$ cat config.mk
export PLATFORM = sky130hd
export DESIGN_NAME = holy_axi_rr_arbiter_flat
export DESIGN_NICKNAME = d
export VERILOG_FILES = /design/src/rtl/holy_axi_rr_arbiter_if.sv /design/src/rtl/holy_axi_rr_arbiter.sv /design/src/flat_wrapper.sv
export SDC_FILE = /design/constraint.sdc
export NUM_CORES = 1
export LEC_CHECK = 0
export BUFFER_PORTS_ARGS = -buffer_cell sky130_fd_sc_hd__clkbuf_2
export CAP_MARGIN = 20
export CORE_MARGIN = 4
export CORE_UTILIZATION = 50
export DETAILED_ROUTE_END_ITERATION = 10
export PLACE_DENSITY = 0.7
export SYNTH_ARGS = -nofsm -noshare
export SYNTH_HDL_FRONTEND = slang
export SYNTH_SLANG_ARGS = --single-unit
$ cat constraint.sdc
create_clock -name clk -period 5.5 [get_ports clk]
set_input_delay 0.55 -clock clk [delete_from_list [all_inputs] [get_ports clk]]
set_output_delay 0.55 -clock clk [all_outputs]
set_load 0.05 [all_outputs]
$ cat src/rtl/holy_axi_rr_arbiter_if.sv
// Request/grant and AXI handshake-snoop bundle for holy_axi_rr_arbiter.
// The master modport is the requester/wrapper side and the slave modport is the arbiter.
interface holy_axi_rr_arbiter_if #(
  parameter int N_REQ = 2
);
  localparam int IDX_W = (N_REQ > 1) ? $clog2(N_REQ) : 1;

  logic [N_REQ-1:0] req;
  logic [N_REQ-1:0] grant;
  logic [IDX_W-1:0] owner_idx;
  logic             busy;
  logic             m_arvalid;
  logic             m_arready;
  logic             m_awvalid;
  logic             m_awready;
  logic             m_rvalid;
  logic             m_rready;
  logic             m_rlast;
  logic             m_bvalid;
  logic             m_bready;
  logic             ar_block;
  logic             aw_block;
  logic             wdog_err;

  modport master (
    output req, m_arvalid, m_arready, m_awvalid, m_awready,
           m_rvalid, m_rready, m_rlast, m_bvalid, m_bready,
    input  grant, owner_idx, busy, ar_block, aw_block, wdog_err
  );

  modport slave (
    input  req, m_arvalid, m_arready, m_awvalid, m_awready,
           m_rvalid, m_rready, m_rlast, m_bvalid, m_bready,
    output grant, owner_idx, busy, ar_block, aw_block, wdog_err
  );
endinterface

$ cat src/rtl/holy_axi_rr_arbiter.sv
// Round-robin owner of the single external AXI master port; a grant is held until all owner traffic drains.
// Optional stuck-owner watchdog is built when HOLY_ARB_WATCHDOG_EN is defined.
module holy_axi_rr_arbiter #(
  parameter int N_REQ       = 2,
  parameter int MAX_OUTST   = 4,
  parameter int WDOG_CYCLES = 1024
) (
  input  logic                 clk,
  input  logic                 rst_n,
  holy_axi_rr_arbiter_if.slave bus
);
  localparam int IDX_W = (N_REQ > 1) ? $clog2(N_REQ) : 1;
  localparam int CNT_W = $clog2(MAX_OUTST + 1);

  typedef enum logic [1:0] {IDLE, GRANTED, DRAIN} state_t;

  state_t           r_state;
  logic [N_REQ-1:0] r_grant;
  logic [IDX_W-1:0] r_owner;
  logic [IDX_W-1:0] r_rr_ptr;
  logic             r_busy;
  logic [CNT_W-1:0] r_rd_cnt;
  logic [CNT_W-1:0] r_wr_cnt;

  logic [CNT_W-1:0] w_rd_next;
  logic [CNT_W-1:0] w_wr_next;
  logic [IDX_W-1:0] w_pick;
  logic [IDX_W-1:0] w_cand;
  logic [IDX_W-1:0] w_ptr_after;
  logic             w_any_req;
  logic             w_rd_inc;
  logic             w_rd_dec;
  logic             w_wr_inc;
  logic             w_wr_dec;
  logic             w_owner_req;
  logic             w_done;
  logic             w_wdog_fire;

  assign w_rd_inc    = bus.m_arvalid & bus.m_arready;
  assign w_rd_dec    = bus.m_rvalid & bus.m_rready & bus.m_rlast;
  assign w_wr_inc    = bus.m_awvalid & bus.m_awready;
  assign w_wr_dec    = bus.m_bvalid & bus.m_bready;
  assign w_owner_req = bus.req[r_owner];
  assign w_done      = (w_rd_next == '0) && (w_wr_next == '0);
  assign w_ptr_after = (r_owner == IDX_W'(N_REQ - 1)) ? '0 : r_owner + IDX_W'(1);

  // Lowest offset from the pointer wins, so scan offsets from the far end down.
  always_comb begin
    w_pick    = '0;
    w_cand    = '0;
    w_any_req = 1'b0;
    for (int i = N_REQ - 1; i >= 0; i--) begin
      w_cand = IDX_W'((int'(r_rr_ptr) + i) % N_REQ);
      if (bus.req[w_cand]) begin
        w_pick    = w_cand;
        w_any_req = 1'b1;
      end
    end
  end

  always_comb begin
    w_rd_next = r_rd_cnt;
    if (w_rd_inc && !w_rd_dec && (r_rd_cnt != CNT_W'(MAX_OUTST)))
      w_rd_next = r_rd_cnt + CNT_W'(1);
    else if (w_rd_dec && !w_rd_inc && (r_rd_cnt != '0))
      w_rd_next = r_rd_cnt - CNT_W'(1);
  end

  always_comb begin
    w_wr_next = r_wr_cnt;
    if (w_wr_inc && !w_wr_dec && (r_wr_cnt != CNT_W'(MAX_OUTST)))
      w_wr_next = r_wr_cnt + CNT_W'(1);
    else if (w_wr_dec && !w_wr_inc && (r_wr_cnt != '0))
      w_wr_next = r_wr_cnt - CNT_W'(1);
  end

`ifdef HOLY_ARB_WATCHDOG_EN
  localparam int WD_W = $clog2(WDOG_CYCLES + 1);

  logic [WD_W-1:0] r_wdog_cnt;
  logic            r_wdog_err;

  assign w_wdog_fire = (r_state != IDLE) && !(w_rd_dec || w_wr_dec) &&
                       (r_wdog_cnt == WD_W'(WDOG_CYCLES - 1));

  // Held at zero while idle so every new grant starts from a clean count.
  always_ff @(posedge clk or negedge rst_n) begin
    if (!rst_n) begin
      r_wdog_cnt <= '0;
      r_wdog_err <= 1'b0;
    end else begin
      r_wdog_err <= w_wdog_fire;
      if ((r_state == IDLE) || w_rd_dec || w_wr_dec || w_wdog_fire)
        r_wdog_cnt <= '0;
      else
        r_wdog_cnt <= r_wdog_cnt + WD_W'(1);
    end
  end

  assign bus.wdog_err = r_wdog_err;
`else
  assign w_wdog_fire  = 1'b0;
  // WDOG_CYCLES only matters when the watchdog is built.
  assign bus.wdog_err = (WDOG_CYCLES < 0);
`endif

  always_ff @(posedge clk or negedge rst_n) begin
    if (!rst_n) begin
      r_state  <= IDLE;
      r_grant  <= '0;
      r_owner  <= '0;
      r_rr_ptr <= '0;
      r_busy   <= 1'b0;
      r_rd_cnt <= '0;
      r_wr_cnt <= '0;
    end else begin
      r_rd_cnt <= w_rd_next;
      r_wr_cnt <= w_wr_next;
      if (w_wdog_fire) begin
        r_state  <= IDLE;
        r_grant  <= '0;
        r_owner  <= '0;
        r_busy   <= 1'b0;
        r_rr_ptr <= w_ptr_after;
        r_rd_cnt <= '0;
        r_wr_cnt <= '0;
      end else begin
        case (r_state)
          IDLE: begin
            if (w_any_req) begin
              r_state <= GRANTED;
              r_grant <= N_REQ'(1) << w_pick;
              r_owner <= w_pick;
              r_busy  <= 1'b1;
            end
          end
          GRANTED: begin
            if (!w_owner_req) begin
              if (w_done) begin
                r_state  <= IDLE;
                r_grant  <= '0;
                r_owner  <= '0;
                r_busy   <= 1'b0;
                r_rr_ptr <= w_ptr_after;
              end else begin
                r_state <= DRAIN;
              end
            end
          end
          DRAIN: begin
            // The owner's req is deliberately ignored here; only draining ends the grant.
            if (w_done) begin
              r_state  <= IDLE;
              r_grant  <= '0;
              r_owner  <= '0;
              r_busy   <= 1'b0;
              r_rr_ptr <= w_ptr_after;
            end
          end
          default: r_state <= IDLE;
        endcase
      end
    end
  end

  assign bus.grant     = r_grant;
  assign bus.owner_idx = r_owner;
  assign bus.busy      = r_busy;
  assign bus.ar_block  = (r_rd_cnt == CNT_W'(MAX_OUTST));
  assign bus.aw_block  = (r_wr_cnt == CNT_W'(MAX_OUTST));
endmodule

$ cat src/flat_wrapper.sv
// flat-port wrapper written by rule: the top's interface ports become plain ports
module holy_axi_rr_arbiter_flat 
#(
  parameter int N_REQ       = 2,
  parameter int MAX_OUTST   = 4,
  parameter int WDOG_CYCLES = 1024
)
  (clk, rst_n, bus_req, bus_m_arvalid, bus_m_arready, bus_m_awvalid, bus_m_awready, bus_m_rvalid, bus_m_rready, bus_m_rlast, bus_m_bvalid, bus_m_bready, bus_grant, bus_owner_idx, bus_busy, bus_ar_block, bus_aw_block, bus_wdog_err);
  holy_axi_rr_arbiter_if #(.N_REQ(N_REQ)) bus_i ();
  input  logic clk;
  input  logic rst_n;
  input wire logic [$bits(bus_i.req)-1:0] bus_req;
  input wire logic [$bits(bus_i.m_arvalid)-1:0] bus_m_arvalid;
  input wire logic [$bits(bus_i.m_arready)-1:0] bus_m_arready;
  input wire logic [$bits(bus_i.m_awvalid)-1:0] bus_m_awvalid;
  input wire logic [$bits(bus_i.m_awready)-1:0] bus_m_awready;
  input wire logic [$bits(bus_i.m_rvalid)-1:0] bus_m_rvalid;
  input wire logic [$bits(bus_i.m_rready)-1:0] bus_m_rready;
  input wire logic [$bits(bus_i.m_rlast)-1:0] bus_m_rlast;
  input wire logic [$bits(bus_i.m_bvalid)-1:0] bus_m_bvalid;
  input wire logic [$bits(bus_i.m_bready)-1:0] bus_m_bready;
  output wire logic [$bits(bus_i.grant)-1:0] bus_grant;
  output wire logic [$bits(bus_i.owner_idx)-1:0] bus_owner_idx;
  output wire logic [$bits(bus_i.busy)-1:0] bus_busy;
  output wire logic [$bits(bus_i.ar_block)-1:0] bus_ar_block;
  output wire logic [$bits(bus_i.aw_block)-1:0] bus_aw_block;
  output wire logic [$bits(bus_i.wdog_err)-1:0] bus_wdog_err;
  assign bus_i.req = bus_req;
  assign bus_i.m_arvalid = bus_m_arvalid;
  assign bus_i.m_arready = bus_m_arready;
  assign bus_i.m_awvalid = bus_m_awvalid;
  assign bus_i.m_awready = bus_m_awready;
  assign bus_i.m_rvalid = bus_m_rvalid;
  assign bus_i.m_rready = bus_m_rready;
  assign bus_i.m_rlast = bus_m_rlast;
  assign bus_i.m_bvalid = bus_m_bvalid;
  assign bus_i.m_bready = bus_m_bready;
  assign bus_grant = bus_i.grant;
  assign bus_owner_idx = bus_i.owner_idx;
  assign bus_busy = bus_i.busy;
  assign bus_ar_block = bus_i.ar_block;
  assign bus_aw_block = bus_i.aw_block;
  assign bus_wdog_err = bus_i.wdog_err;
  holy_axi_rr_arbiter #(.N_REQ(N_REQ), .MAX_OUTST(MAX_OUTST), .WDOG_CYCLES(WDOG_CYCLES)) u_core (.clk(clk), .rst_n(rst_n), .bus(bus_i));
endmodule
==> flow_summary.ini <==
[synthesis]
synth_top_area_frac = 0.287
yosys.area_share.simple = 0.250
synth_top_family_by_area = simple AND/OR/NAND/NOR gates
synthAdderAreaFrac = 0.120
synth.distinct_cells = 45
syn_area_mm2 = 0.00104
synthTopCellsByCount = dfrtp_1 (12), inv_1 (12), nand2_1 (12), ha_1 (10), o21ai_0 (6)
yosys_register_bits = 12
synth_nets = 143
synth_top_cell_by_area = dfrtp_1
synth_warnings = 0
synth_xor_area_frac = 0.0335
syn_inst = 120
synth_compound_area_frac = 0.169
synthTopCellsByArea = dfrtp_1 (29%), ha_1 (12%), inv_1 (4.3%)
async_reset_ff_frac = 1.00
synth_mux_area_frac = 0.0719
syn_avg_cell_area_um2 = 8.71
synth_edf_count = 0
synth_ff_type = dfrtp_1
synth_sequential_area_ratio = 0.287

[sta]
worstMarginPinSlew_ns = 0.510
drv_slew = 0
period_share = 0.422
fin_skew_ns = 0.00382
final-hold-violation-count = 0
layout_min_cycle_time_ns = 2.32
rsz0062_at_grt = no
relSlewSlack = 0.658
setup_viol = 0
fmax_mhz = 431
finalSetupTns_ns = 0

[route]
wl_per_cell_um = 12.3
vias = 928
route.detailed.drc = 0
drt_wl_total_mm = 2.01
drt-pass1-iter-count = 5
vias_per_cell = 5.66
first_iter_violations = 26
ant_nets = 0

[clock_network]
post_cts_buffers = 0
cts_resized = 0
cts_buffers = 3
clock_path_buffers = 2
cts_tree = yes
clock_latency_ns = 0.27
htreeDepth = 1
postCtsHoldBufs = 0
cts_root_buffer = clkbuf_4
cts_sinks = 12
clk_pin_slew_ns = 0.07

[die]
rows = 16
die_h_um = 53.7
start_util = 0.527
die_w_um = 53.7
die-area_mm2 = 0.00288
io_pins = 20
core-area_mm2 = 0.00198

[setup_path]
critPathLaunchType = flop
ff2ff_path_depth = 8
path_cells = inv_1 > ha_1 > and2b_2 > nor4b_1 > o21a_1 > o21ai_1 > or4_1 > nand3_1
r2r_start = u_core.r_wr_cnt[0]
r2r_setup_slack_ns = 3.18
cp_slowest_cell = or4_1
worstPathMaxFanout = 6
cp_data_arrival_time_ns = 2.52
path_class = flop to flop
critPathMaxStageDelay_ns = 0.55
worstPathRequired_ns = 5.70
r2r-end = u_core.r_state[0]
crit_path_end_kind = flop

[cells_and_area]
antenna_cells = 0
fillers = 188
seq_area_um2 = 300
drive_above_1_share = 0.212
areaGrowthSynthToFinish_pct = 11.9
nNetsFinal = 162
postLayoutCoreUtil = 0.590
multiInputGateArea_um2 = 677

[status]
status = finished, final reports clean

[placed_design]
hpwl_mm = 1.65
port_buffers = 18
gp_congestion = 0.767

[power]
power.density_mw_per_mm2 = 574
leakage_uw = 0.000529
peakVddDrop_uv = 376

[flow_run]
maxCapViolations = 0

[min_path]
hold_class = input pin to async pin

[grt]
grt_first_pass_wirelength_mm = 3.60
grt.total_usage = 0.167
globalRouteOverflowTotal = 0
grt_start_max_net_pins = 13
grt_pass1_vias = 869
antenna_found_initial = 0
## metal layers
layer	up-vias	routed length, µm	GRT usage
met2	26	935	0.278
met1	420	950	0.220
met3	5	105	0.0249
met4	0	22	0.0553
met5	-	0	0
li1	477	-	-
## power breakdown
group	internal, µW	total [µW]	switching (µW)
logic	174	438	265
clock network	25.3	52.1	26.8
registers	131	181	49.0
total	330	671	341
## worst max-delay path, delay by kind of cell (launching register included)
family	cells	cell delay [ns]
flip-flops	1	0.42
AO/OA/AOI/OAI	2	0.34
AND/OR/NAND/NOR	4	1.22
adder cells (fa/ha/maj)	1	0.20
buffers and inverters	1	0.08
## registers in the layout (all words and copies together), names as in the netlist
register / cells
u_core.r_rr_ptr: 1
u_core.bus.owner_idx: 1
u_core.r_state: 2
u_core.bus.grant: 1
u_core.r_rd_cnt: 3
u_core.r_wr_cnt: 3
u_core.bus.busy: 1
## layout by cell type, fill, tap and decap left out, types with 2 or more instances in the layout
| cell | count |
|---|---|
| clkbuf_2 | 18 |
| inv_1 | 12 |
| nand2_1 | 12 |
| dfrtp_1 | 12 |
| ha_1 | 10 |
| o21ai_0 | 6 |
| nor3_1 | 5 |
| xnor2_1 | 4 |
| and2_1 | 3 |
| o211ai_1 | 3 |
| mux2i_1 | 3 |
| a31oi_1 | 3 |
| nor4b_1 | 3 |
| nor2_1 | 3 |
| clkbuf_4 | 3 |
| and3_1 | 2 |
| nand3_1 | 2 |
| a211oi_1 | 2 |
| a21oi_1 | 2 |
| nor3b_1 | 2 |
| mux2_2 | 2 |
| nor4_1 | 2 |
## cell families after synthesis
| kind of cell | count (synthesis) |
|---|---|
| compound gates | 26 |
| xor+xnor | 4 |
| fa+ha+maj | 10 |
| buf+inv | 16 |
| flops | 12 |
| mux | 6 |
| other cells | 1 |
| simple gates | 45 |
## worst max-delay path by stage
stage | from | end
finish | u_core.r_wr_cnt[0] | u_core.r_state[0]
global route | u_core.r_wr_cnt[0] | u_core.r_state[1]
detailed placement | u_core.r_wr_cnt[0] | u_core.r_state[0]
CTS | u_core.r_wr_cnt[0] | u_core.r_state[0]
floorplan | u_core.bus.owner_idx | u_core.bus.busy
global placement | bus_m_awvalid | u_core.r_state[1]
## cell type report
cell class / instances / share of cell area
multi-input combinational: 92 / 0.579
sequential: 12 / 0.257
timing repair buffer: 18 / 0.0771
inverter: 12 / 0.0385
tap: 27 / 0.0289
clock buffer: 3 / 0.0193
## metrics by stage
stage | setup WS (ns) | hold slack (ns) | instances | total power, µW | cell area (µm²)
3_5_place_dp | 3.18 | 0.456 | 161 | 618 | 1150
5_1_grt | 2.94 | 0.172 | 164 | 741 | 1170
6_report | 3.18 | 0.151 | 164 | 671 | 1170
3_3_place_gp | 3.25 | 0.448 | 161 | 604 | 1150
2_1_floorplan | 3.20 | 0.254 | 120 | 534 | 1040
4_1_cts | 3.18 | 0.172 | 164 | 671 | 1170
No activity file was read; power rests on OpenSTA's default activity.
